File: src/rtl/n2one_if.sv
// n2one_if: merged-stream bundle for n2one.
// Producers and downstream pause on one side, merged beat on the other.
interface n2one_if #(
  parameter int WIDTH = 40,
  parameter int NCH   = 4
);
  localparam int DCW = (NCH > 1) ? $clog2(NCH) : 1;

  logic                 pause;
  logic [NCH-1:0]       vdin;
  logic [NCH*WIDTH-1:0] din;
  logic [WIDTH-1:0]     dout;
  logic                 vdout;
  logic [DCW-1:0]       dchan;
  logic [NCH-1:0]       pnc;
  logic                 ovf;

  modport master (
    output pause, vdin, din,
    input  dout, vdout, dchan, pnc, ovf
  );

  modport slave (
    input  pause, vdin, din,
    output dout, vdout, dchan, pnc, ovf
  );
endinterface

File: src/rtl/n2one.sv
// n2one: per-channel FIFOs drained onto one registered stream by a
// round-robin or fixed-priority arbiter, with registered pnc backpressure.
module n2one #(
  parameter int WIDTH = 40,
  parameter int NCH   = 4,
  parameter int DEPTH = 2,
  parameter int PRIO  = 0
) (
  input  logic   clk,
  input  logic   reset,
  n2one_if.slave io
);
  localparam int DCW = (NCH > 1) ? $clog2(NCH) : 1;
  localparam int PW  = (DEPTH > 1) ? $clog2(DEPTH) : 1;
  localparam int CW  = $clog2(DEPTH + 1);

  logic [WIDTH-1:0] mem_q [NCH][DEPTH];
  logic [PW-1:0]    rp_q  [NCH];
  logic [PW-1:0]    rp_d  [NCH];
  logic [PW-1:0]    wp_q  [NCH];
  logic [PW-1:0]    wp_d  [NCH];
  logic [CW-1:0]    cnt_q [NCH];
  logic [CW-1:0]    cnt_d [NCH];

  logic [NCH-1:0]   cand, pop, push;
  logic [NCH-1:0]   pnc_q, pnc_d;
  logic [DCW-1:0]   last_q, last_d;
  logic [DCW-1:0]   dchan_q, dchan_d;
  logic [DCW-1:0]   win, ix;
  logic [WIDTH-1:0] dout_q, dout_d, head;
  logic             vdout_q, vdout_d;
  logic             ovf_q, ovf_d;
  logic             any;

  function automatic logic [PW-1:0] nxt(
    input logic [PW-1:0] p
  );
    return (p == PW'(DEPTH - 1)) ? '0 : p + PW'(1);
  endfunction

  // only registered occupancy is eligible
  always_comb begin
    for (int i = 0; i < NCH; i++)
      cand[i] = (cnt_q[i] != '0);
  end

  always_comb begin
    any = 1'b0;
    win = '0;
    ix  = '0;
    for (int k = 0; k < NCH; k++) begin
      if (PRIO == 0)
        ix = DCW'((int'(last_q) + 1 + k) % NCH);
      else
        ix = DCW'(k);
      if (!any && cand[ix]) begin
        any = 1'b1;
        win = ix;
      end
    end
  end

  assign head = mem_q[win][rp_q[win]];

  always_comb begin
    ovf_d = ovf_q;
    for (int i = 0; i < NCH; i++) begin
      pop[i]  = !io.pause && any
              && (win == DCW'(i));
      // full channel still accepts when popped
      push[i] = io.vdin[i]
              && ((cnt_q[i] != CW'(DEPTH)) || pop[i]);
      if (io.vdin[i] && !push[i])
        ovf_d = 1'b1;
      cnt_d[i] = cnt_q[i] + CW'(push[i])
               - CW'(pop[i]);
      pnc_d[i] = (cnt_d[i] >= CW'(DEPTH - 1));
      rp_d[i]  = pop[i]  ? nxt(rp_q[i]) : rp_q[i];
      wp_d[i]  = push[i] ? nxt(wp_q[i]) : wp_q[i];
    end
  end

  always_comb begin
    dout_d  = dout_q;
    dchan_d = dchan_q;
    vdout_d = vdout_q;
    last_d  = last_q;
    if (!io.pause) begin
      vdout_d = any;
      if (any) begin
        dout_d  = head;
        dchan_d = win;
        if (PRIO == 0)
          last_d = win;
      end
    end
  end

  always_ff @(posedge clk) begin
    for (int i = 0; i < NCH; i++)
      if (push[i])
        mem_q[i][wp_q[i]] <= io.din[i*WIDTH +: WIDTH];
  end

  always_ff @(posedge clk or posedge reset) begin
    if (reset) begin
      for (int i = 0; i < NCH; i++) begin
        rp_q[i]  <= '0;
        wp_q[i]  <= '0;
        cnt_q[i] <= '0;
      end
      pnc_q   <= '0;
      last_q  <= DCW'(NCH - 1);
      dchan_q <= '0;
      dout_q  <= '0;
      vdout_q <= 1'b0;
      ovf_q   <= 1'b0;
    end else begin
      rp_q    <= rp_d;
      wp_q    <= wp_d;
      cnt_q   <= cnt_d;
      pnc_q   <= pnc_d;
      last_q  <= last_d;
      dchan_q <= dchan_d;
      dout_q  <= dout_d;
      vdout_q <= vdout_d;
      ovf_q   <= ovf_d;
    end
  end

  assign io.dout  = dout_q;
  assign io.vdout = vdout_q;
  assign io.dchan = dchan_q;
  assign io.pnc   = pnc_q;
  assign io.ovf   = ovf_q;
endmodule

File: src/flat_wrapper.sv
// flat-port wrapper written by rule: the top's interface ports become plain ports
module n2one_flat 
#(
  parameter int WIDTH = 40,
  parameter int NCH   = 4,
  parameter int DEPTH = 2,
  parameter int PRIO  = 0
)
  (clk, reset, io_pause, io_vdin, io_din, io_dout, io_vdout, io_dchan, io_pnc, io_ovf);
  n2one_if #(.WIDTH(WIDTH), .NCH(NCH)) io_i ();
  input  logic clk;
  input  logic reset;
  input wire logic [$bits(io_i.pause)-1:0] io_pause;
  input wire logic [$bits(io_i.vdin)-1:0] io_vdin;
  input wire logic [$bits(io_i.din)-1:0] io_din;
  output wire logic [$bits(io_i.dout)-1:0] io_dout;
  output wire logic [$bits(io_i.vdout)-1:0] io_vdout;
  output wire logic [$bits(io_i.dchan)-1:0] io_dchan;
  output wire logic [$bits(io_i.pnc)-1:0] io_pnc;
  output wire logic [$bits(io_i.ovf)-1:0] io_ovf;
  assign io_i.pause = io_pause;
  assign io_i.vdin = io_vdin;
  assign io_i.din = io_din;
  assign io_dout = io_i.dout;
  assign io_vdout = io_i.vdout;
  assign io_dchan = io_i.dchan;
  assign io_pnc = io_i.pnc;
  assign io_ovf = io_i.ovf;
  n2one #(.WIDTH(WIDTH), .NCH(NCH), .DEPTH(DEPTH), .PRIO(PRIO)) u_core (.clk(clk), .reset(reset), .io(io_i));
endmodule
File: config.mk
export PLATFORM = sky130hd
export DESIGN_NAME = n2one_flat
export DESIGN_NICKNAME = d
export VERILOG_FILES = /design/src/rtl/n2one_if.sv /design/src/rtl/n2one.sv /design/src/flat_wrapper.sv
export SDC_FILE = /design/constraint.sdc
export NUM_CORES = 1
export LEC_CHECK = 0
export ABC_AREA = 0
export CAP_MARGIN = 25
export CORE_MARGIN = 2
export CORE_UTILIZATION = 35
export CTS_CLUSTER_SIZE = 40
export DETAILED_ROUTE_END_ITERATION = 8
export GPL_TIMING_DRIVEN = 0
export SYNTH_ARGS = -nofsm -noshare
export SYNTH_HDL_FRONTEND = slang
export SYNTH_SLANG_ARGS = --single-unit
export TNS_END_PERCENT = 30
File: constraint.sdc
create_clock -name clk -period 12.3 [get_ports clk]
set_clock_uncertainty 0.15 [all_clocks]
set_input_delay 3.69 -clock clk [delete_from_list [all_inputs] [get_ports clk]]
set_output_delay 3.69 -clock clk [all_outputs]
set_load 0.1 [all_outputs]
==> results by group <==
CTS
  – Htree depth: 2
  – CTS buffer count: 43
  – Clk slew on worst S/H paths: approximately 0.06 ns
  – Clk buf depth: 3
  – Worst-Skew Late Latency: 0.57 ns
  – Post-cts resize count: 0
  – Clock root buffer: clkbuf_16
  – Hold-fix buffers at CTS: 0
  – TritonCTS clock tree: done
  – Clock Sinks: between 300 and 400
  – Post-CTS setup buffer count: 0

Cells and area
  – Area growth, synth to finish: 29.99%
  – Commonest cells after routing, fill and taps aside: 320 x edfxtp_1, 287 x nand2_1, 214 x clkdlybuf4s50_1
  – Commonest non-fill, non-tap cell in the layout: edfxtp_1
  – Filler instances: 3872
  – Final #Nets: 1559
  – Antenna diode count: 0
  – Share of cells above drive strength 1: 10.16%

Setup path
  – Worst Setup SP: io_pause
  – Slowest-stage cell, CP: nor2_4
  – Critical Path Max Stage Delay: 0.63 ns
  – Critical-path maximum fanout: 23
  – Cells along the critical path: clkdlybuf4s50_1 -> a31oi_1 -> nand2_1 -> o211ai_1 -> nand2_1 -> nor2_4 -> buf_12
  – Worst EP required: ~12 ns
  – Reg2reg end: u_core.io.pnc[1]$_DFF_PP0_
  – CP Class: in -> reg
  – Crit-path most repeated cell: nand2_1
  – Reg-to-Reg Start: u_core.cnt_q[1]$_DFF_PP0_
  – Worst Setup Start Kind: input port
  – CP Capture Type: flop
  – Path depth of the worst reg2reg path: 12
  – CP arrival: ~6.2 ns
  – FF-to-FF setup slack: 8.47 ns

Timing
  – Final Hold Fails: 0
  – Final Cycle Share: 49.46%
  – RSZ-0062 raised after global routing: false
  – Final Setup Violations: 0
  – Fmax: 164.4 MHz
  – Setup Total Neg Slack: 0 ns
  – Tmin final: 6.084 ns
  – Worst relative slew slack: 30.38%
  – Worst Tran Pin Value: about 1.0 ns
  – Final slew viol count: 0

Global route
  – Largest net degree at the start of global routing: 49
  – First-pass GRT wire length: 68050 um
  – Total grt overflow: 0
  – Aggregate global-route resource usage: 21.02%
  – Initial antenna violation count: 2
  – Vias in the first global route: 10770

Synthesis
  – Synth warn: 0
  – Synth Area per Inst: 13.66 um^2
  – Seq/Total Area, Yosys: 73.95%
  – EDFF count, synth: 320
  – Synth area leader: edfxtp_1
  – Share of flip-flops with an asynchronous set or reset: 17.10%
  – Distinct cells, synth: 41
  – Mapped cell area: 0.01523 mm^2
  – Post-Syn Instances: 1115
  – Share of the synthesized area in the top cell type: 63.09%
  – Post-synth top flop: edfxtp_1
  – Area contributors post-synth: edfxtp_1 63%, dfrtp_1 11%, nand2_1 7.1%
  – Yosys reg bits: ~390
  – Mapped Nets: 1290

Floorplanning
  – Top Ports: 215
  – # rows: 76
  – DIE WIDTH: 212.6 um
  – Core area: roughly 0.043 mm^2
  – DIE AREA: 0.04520 mm^2
  – Starting Density: a little over a third
  – Chip Height: 212.6 um

Detailed routing
  – DRT iter0 DRCs: ~800
  – Drt wl/cell: between 20 and 25 um
  – # DRC: 0
  – Vias per cell: slightly above 5
  – Final ANT Viol Nets: 0
  – Vias: slightly above 10000
  – Initial DRT Pass Iterations: 5
  – Total wire length: 47140 um

Min path
  – Hold depth: 1
  – Hold path start: u_core.rp_q[1]$_DFFE_PP0P_
  – Hold Path Sink: u_core.rp_q[1]$_DFFE_PP0P_
  – Hold WC Path Type: reg -> reg

Flow run
  – Max-cap violations: 0

Status
  – Status: completed

Place
  – Count of buffers from port buffering: 214
  – Post-DP HPWL: 31700 um
  – RePlAce Congestion: about 0.81
## layout make-up
| type | instances | area [um^2] | share of cell area (%) |
|---|---|---|---|
| well taps | 585 | 732.0 | 3.697 |
| plain buffers | 71 | 360.3 | 1.820 |
| flip-flops and latches | 386 | 11260 | 56.89 |
| clock inverters | 26 | 289.0 | 1.460 |
| repair buffers | 224 | 2337 | 11.80 |
| inverters | 21 | 81.33 | 0.4108 |
| multi-input cells | 637 | 3570 | 18.03 |
| clock buffers | 53 | 1166 | 5.890 |
## worst max-delay path, delay by kind of cell
family          cells  cell delay [ns]
compound gates      2             0.65
buf+inv             2             0.76
simple gates        3             1.05
## cells in the mapped netlist (12+ instances only)
library cell  instances
buf_2                33
and2_1               40
clkbuf_1             30
nand3_1              40
a311o_1              41
inv_1                21
dfrtp_1              64
nand2_1             287
a31oi_1              41
o211ai_1             41
edfxtp_1            320
a211oi_1             40
nor2_1               52
xnor2_1              12
## state kept, by name, indices dropped and copies added (netlist names)
signal	flops
u_core.last_q	2
u_core.io.vdout	1
u_core.io.dout	40
u_core.mem_q	320
u_core.io.ovf	1
u_core.rp_q	4
u_core.io.dchan	2
u_core.io.pnc	4
u_core.wp_q	4
u_core.cnt_q	8
## through the flow
stage	instances	utilization, %	worst slack, ns	hold WS, ns	area [um^2]
after floorplan	1115	-	5.395	0.2910	15230
after global placement	1914	42.12	2.347	0.3084	18100
after global routing	2003	46.06	6.048	0.3462	19800
after CTS	2003	46.06	6.257	0.3224	19800
after detailed placement	1924	42.68	5.667	0.3106	18340
final	2003	46.06	6.216	0.3244	19800
## routing by layer
metal  GRT usage [%]  part of all wire (%)
met4           8.367                   2.9
met3           3.427                   6.3
met5               0                 0.040
met1           28.17                    43
met2           34.25                    48
## worst max path at each step
stage	endpoint	slack, ns	cells past startpoint
after floorplan	u_core.mem_q[3][40]$_DFFE_PP_	5.40	5
after global placement	u_core.mem_q[3][40]$_DFFE_PP_	2.35	6
after detailed placement	u_core.mem_q[3][40]$_DFFE_PP_	5.67	7
after CTS	io_dout[7]	6.26	1
after global routing	u_core.mem_q[3][59]$_DFFE_PP_	6.05	7
final	u_core.mem_q[3][40]$_DFFE_PP_	6.22	7
## cells by family (layout without fill, tap and decap cells)
logic type / Yosys count / in the layout / share of synthesized area [%]
AOI/OAI and AO/OA: 180 / 180 / 9.513
xor gates and xnor gates: 16 / 16 / 0.9200
adders and majority gates: 8 / 8 / 0.6572
buffers and inverters: 92 / 395 / 2.883
DFF: 386 / 386 / 73.95
muxes: 3 / 3 / 0.2793
and+or+nand+nor: 430 / 430 / 11.80
Power is left out: the tool's default activity adds up to more than one toggle a clock period on the data nets, which glitch-free logic cannot reach.
==> patch: new RTL, config.mk and constraints unchanged <==
`PRIO` is set to 0 in 2 places; all go to 1.
--- a/src/rtl/n2one.sv
+++ b/src/rtl/n2one.sv
@@ -4,7 +4,7 @@
   parameter int WIDTH = 40,
   parameter int NCH   = 4,
   parameter int DEPTH = 2,
-  parameter int PRIO  = 0
+  parameter int PRIO  = 1
 ) (
   input  logic   clk,
   input  logic   reset,
--- a/src/flat_wrapper.sv
+++ b/src/flat_wrapper.sv
@@ -4,7 +4,7 @@
   parameter int WIDTH = 40,
   parameter int NCH   = 4,
   parameter int DEPTH = 2,
-  parameter int PRIO  = 0
+  parameter int PRIO  = 1
 )
   (clk, reset, io_pause, io_vdin, io_din, io_dout, io_vdout, io_dchan, io_pnc, io_ovf);
   n2one_if #(.WIDTH(WIDTH), .NCH(NCH)) io_i ();
Check against the original RTL: not equivalent (Yosys sat finds a counterexample within 4 cycles, from zero or initial values and one cycle with reset high).
==> patch against the original RTL <==
Design area is 2.6% lower; routed wire length is 0.32% lower; maximum frequency is 2.0% higher; worst setup slack better by 0.12 ns; sequential cell count is 2 lower; area after synthesis is 2.8% lower; synthesized cell count is 7.4% lower; largest cell class unchanged.
==> patch: results (changes against the original RTL) <==
| Metric | Value |
|---|---|
| Status | `finished, final reports clean (unchanged)` |
| Worst vdd ir | `123 µV` |
| FF-to-FF setup slack | `8.57 ns (was 8.47 ns)` |
| Area occupied by registers | `11,200 µm² (was 11,300 µm²)` |
| Seq/Total Area, Yosys | `75.7% (was 74.0%)` |
| Port bufs | `213 (was 214)` |
| Layout cells sized above 1 | `8.40% (was 10.2%)` |
| Worst Setup SP | `u_core.io.dout[28] (was io_pause)` |
| Most instantiated cells after synthesis | `edfxtp_1 (320), nand2_1 (165), nor2_1 (135) (was edfxtp_1 (320), nand2_1 (287), dfrtp_1 (64))` |
| HP Class | `reg2reg (unchanged)` |
| Slowest cell on crit path | `clkdlybuf4s50_1 (was nor2_4)` |
| First-pass GRT wire length | `67,900 µm (was 68,100 µm)` |
| Worst Path Arrival | `2.13 ns (was 6.20 ns)` |
| R2R depth | `8 (was 12)` |
| Vias in the first global route | `10,682 (was 10,773)` |
| # fillers | `3,733 (was 3,872)` |
| Clock latency on the worst-skew pair | `0.54 ns (was 0.57 ns)` |
| Final hold vios | `0 (unchanged)` |
| Post-Place Setup Slack | `6.04 ns (was 5.67 ns)` |
| Worst Setup EP | `io_dout[28] (was u_core.mem_q[3][40])` |
| Total wire length | `47,000 µm (was 47,100 µm)` |
| Area post-placement | `17,900 µm² (was 18,300 µm²)` |
| Worst reg2reg path endpoint | `u_core.mem_q[2][57] (was u_core.io.pnc[1])` |
| CP max FO | `2 (was 23)` |
| Vias | `10,213 (was 10,279)` |
| Post-synth EDFFs | `320 (unchanged)` |
| Asr flop ratio synth | `16.7% (was 17.1%)` |
| Mean Syn Cell Area | `14.3 µm² (was 13.7 µm²)` |
| DRT Pass-1 Iters | `5 (unchanged)` |
| Final Non-Filler Cells | `1,873 (was 2,003)` |
| Launch point of the worst reg-to-reg path | `u_core.cnt_q[5] (was u_core.cnt_q[1])` |
| GRT Total Usage | `21.2% (was 21.0%)` |
| Post-Syn Nets | `1,208 (was 1,290)` |
| DP Cell Count | `1,797 (was 1,924)` |
| Top FF cell, synth | `edfxtp_1 (unchanged)` |
| Fin nets | `1,477 (was 1,559)` |
| CP top delay family | `buffers and inverters (was simple AND/OR/NAND/NOR gates)` |
| Max Freq | `168 MHz (was 164 MHz)` |
| Clock buffers created by TritonCTS | `42 (was 43)` |
| Synth unique cells | `39 (was 41)` |
| Final GP Congestion | `0.783 (was 0.809)` |
| Final HPWL DP | `31,300 µm (was 31,700 µm)` |
| Max incr delay on CP | `1.17 ns (was 0.63 ns)` |
| Worst slew pin tran | `1.05 ns (was 1.04 ns)` |
| P_leak | `6.59 nW` |
| Dominant cells by area after synthesis | `edfxtp_1 (65%), dfrtp_1 (11%), o221ai_1 (4.2%) (was edfxtp_1 (63%), dfrtp_1 (11%), nand2_1 (7.1%))` |
| DR iter-0 viols | `884 (was 803)` |
| Largest net degree at the start of global routing | `43 (was 49)` |
-- patch: cell types whose count changed in the layout (fill, tap and decap cells not counted), sizes merged, moves of 40 or more --
cell	delta
nor2	+85
nand2	-122
a211oi	-40
o211ai	-40
o221ai	+78
a41oi	+40
a31oi	+40
a311o	-41
-- patch: per-layer routing --
metal  track usage (%)  share of wire [%]  vias up
met5                 0              0.034        -
met1              28.7                 43     5139
li1                  -                  -     4487
met3              3.97                7.2      101
met4              7.43                3.1        4
met2              34.4                 47      482
-- patch: cells by family (layout without fill, tap and decap cells) --
kind of cell             count (synthesis)  count (layout)  synth area share (%)
adder cells (fa/ha/maj)                  8               8                 0.676
multiplexers                             2               2                 0.144
buffers and inverters                   88             389                  2.50
AND/OR/NAND/NOR                        323             323                  8.58
flip-flops                             384             384                  75.7
AO/OA/AOI/OAI                          212             212                  11.4
XOR/XNOR                                16              16                 0.946
-- patch: power by group --
part           switching (mW)  total (mW)  leakage, nW  internal [mW]
Combinational            1.69        2.32         2.22          0.633
Clock                   0.493        1.24        0.672          0.752
Sequential              0.155        1.96         3.70           1.80
Total                    2.33        5.52         6.59           3.19
-- patch: worst min path at each step --
stage	slack, ns	endpoint	startpoint
final	0.32	u_core.rp_q[1]	u_core.rp_q[1]
after global routing	0.34	u_core.rp_q[1]	u_core.rp_q[1]
after CTS	0.33	u_core.rp_q[1]	u_core.rp_q[1]
after detailed placement	0.32	u_core.rp_q[2]	u_core.rp_q[2]
after global placement	0.30	u_core.rp_q[1]	u_core.rp_q[1]
after floorplan	0.29	u_core.rp_q[1]	u_core.rp_q[1]
-- patch: final cells by class --
cell class	count	share of cell area [%]
Inverter	14	0.285
Buffer	74	1.65
Timing Repair Buffer	225	12.4
Tap cell	539	3.50
Multi-Input combinational cell	561	16.9
Clock buffer	59	6.32
Clock inverter	17	0.817
Sequential cell	384	58.1
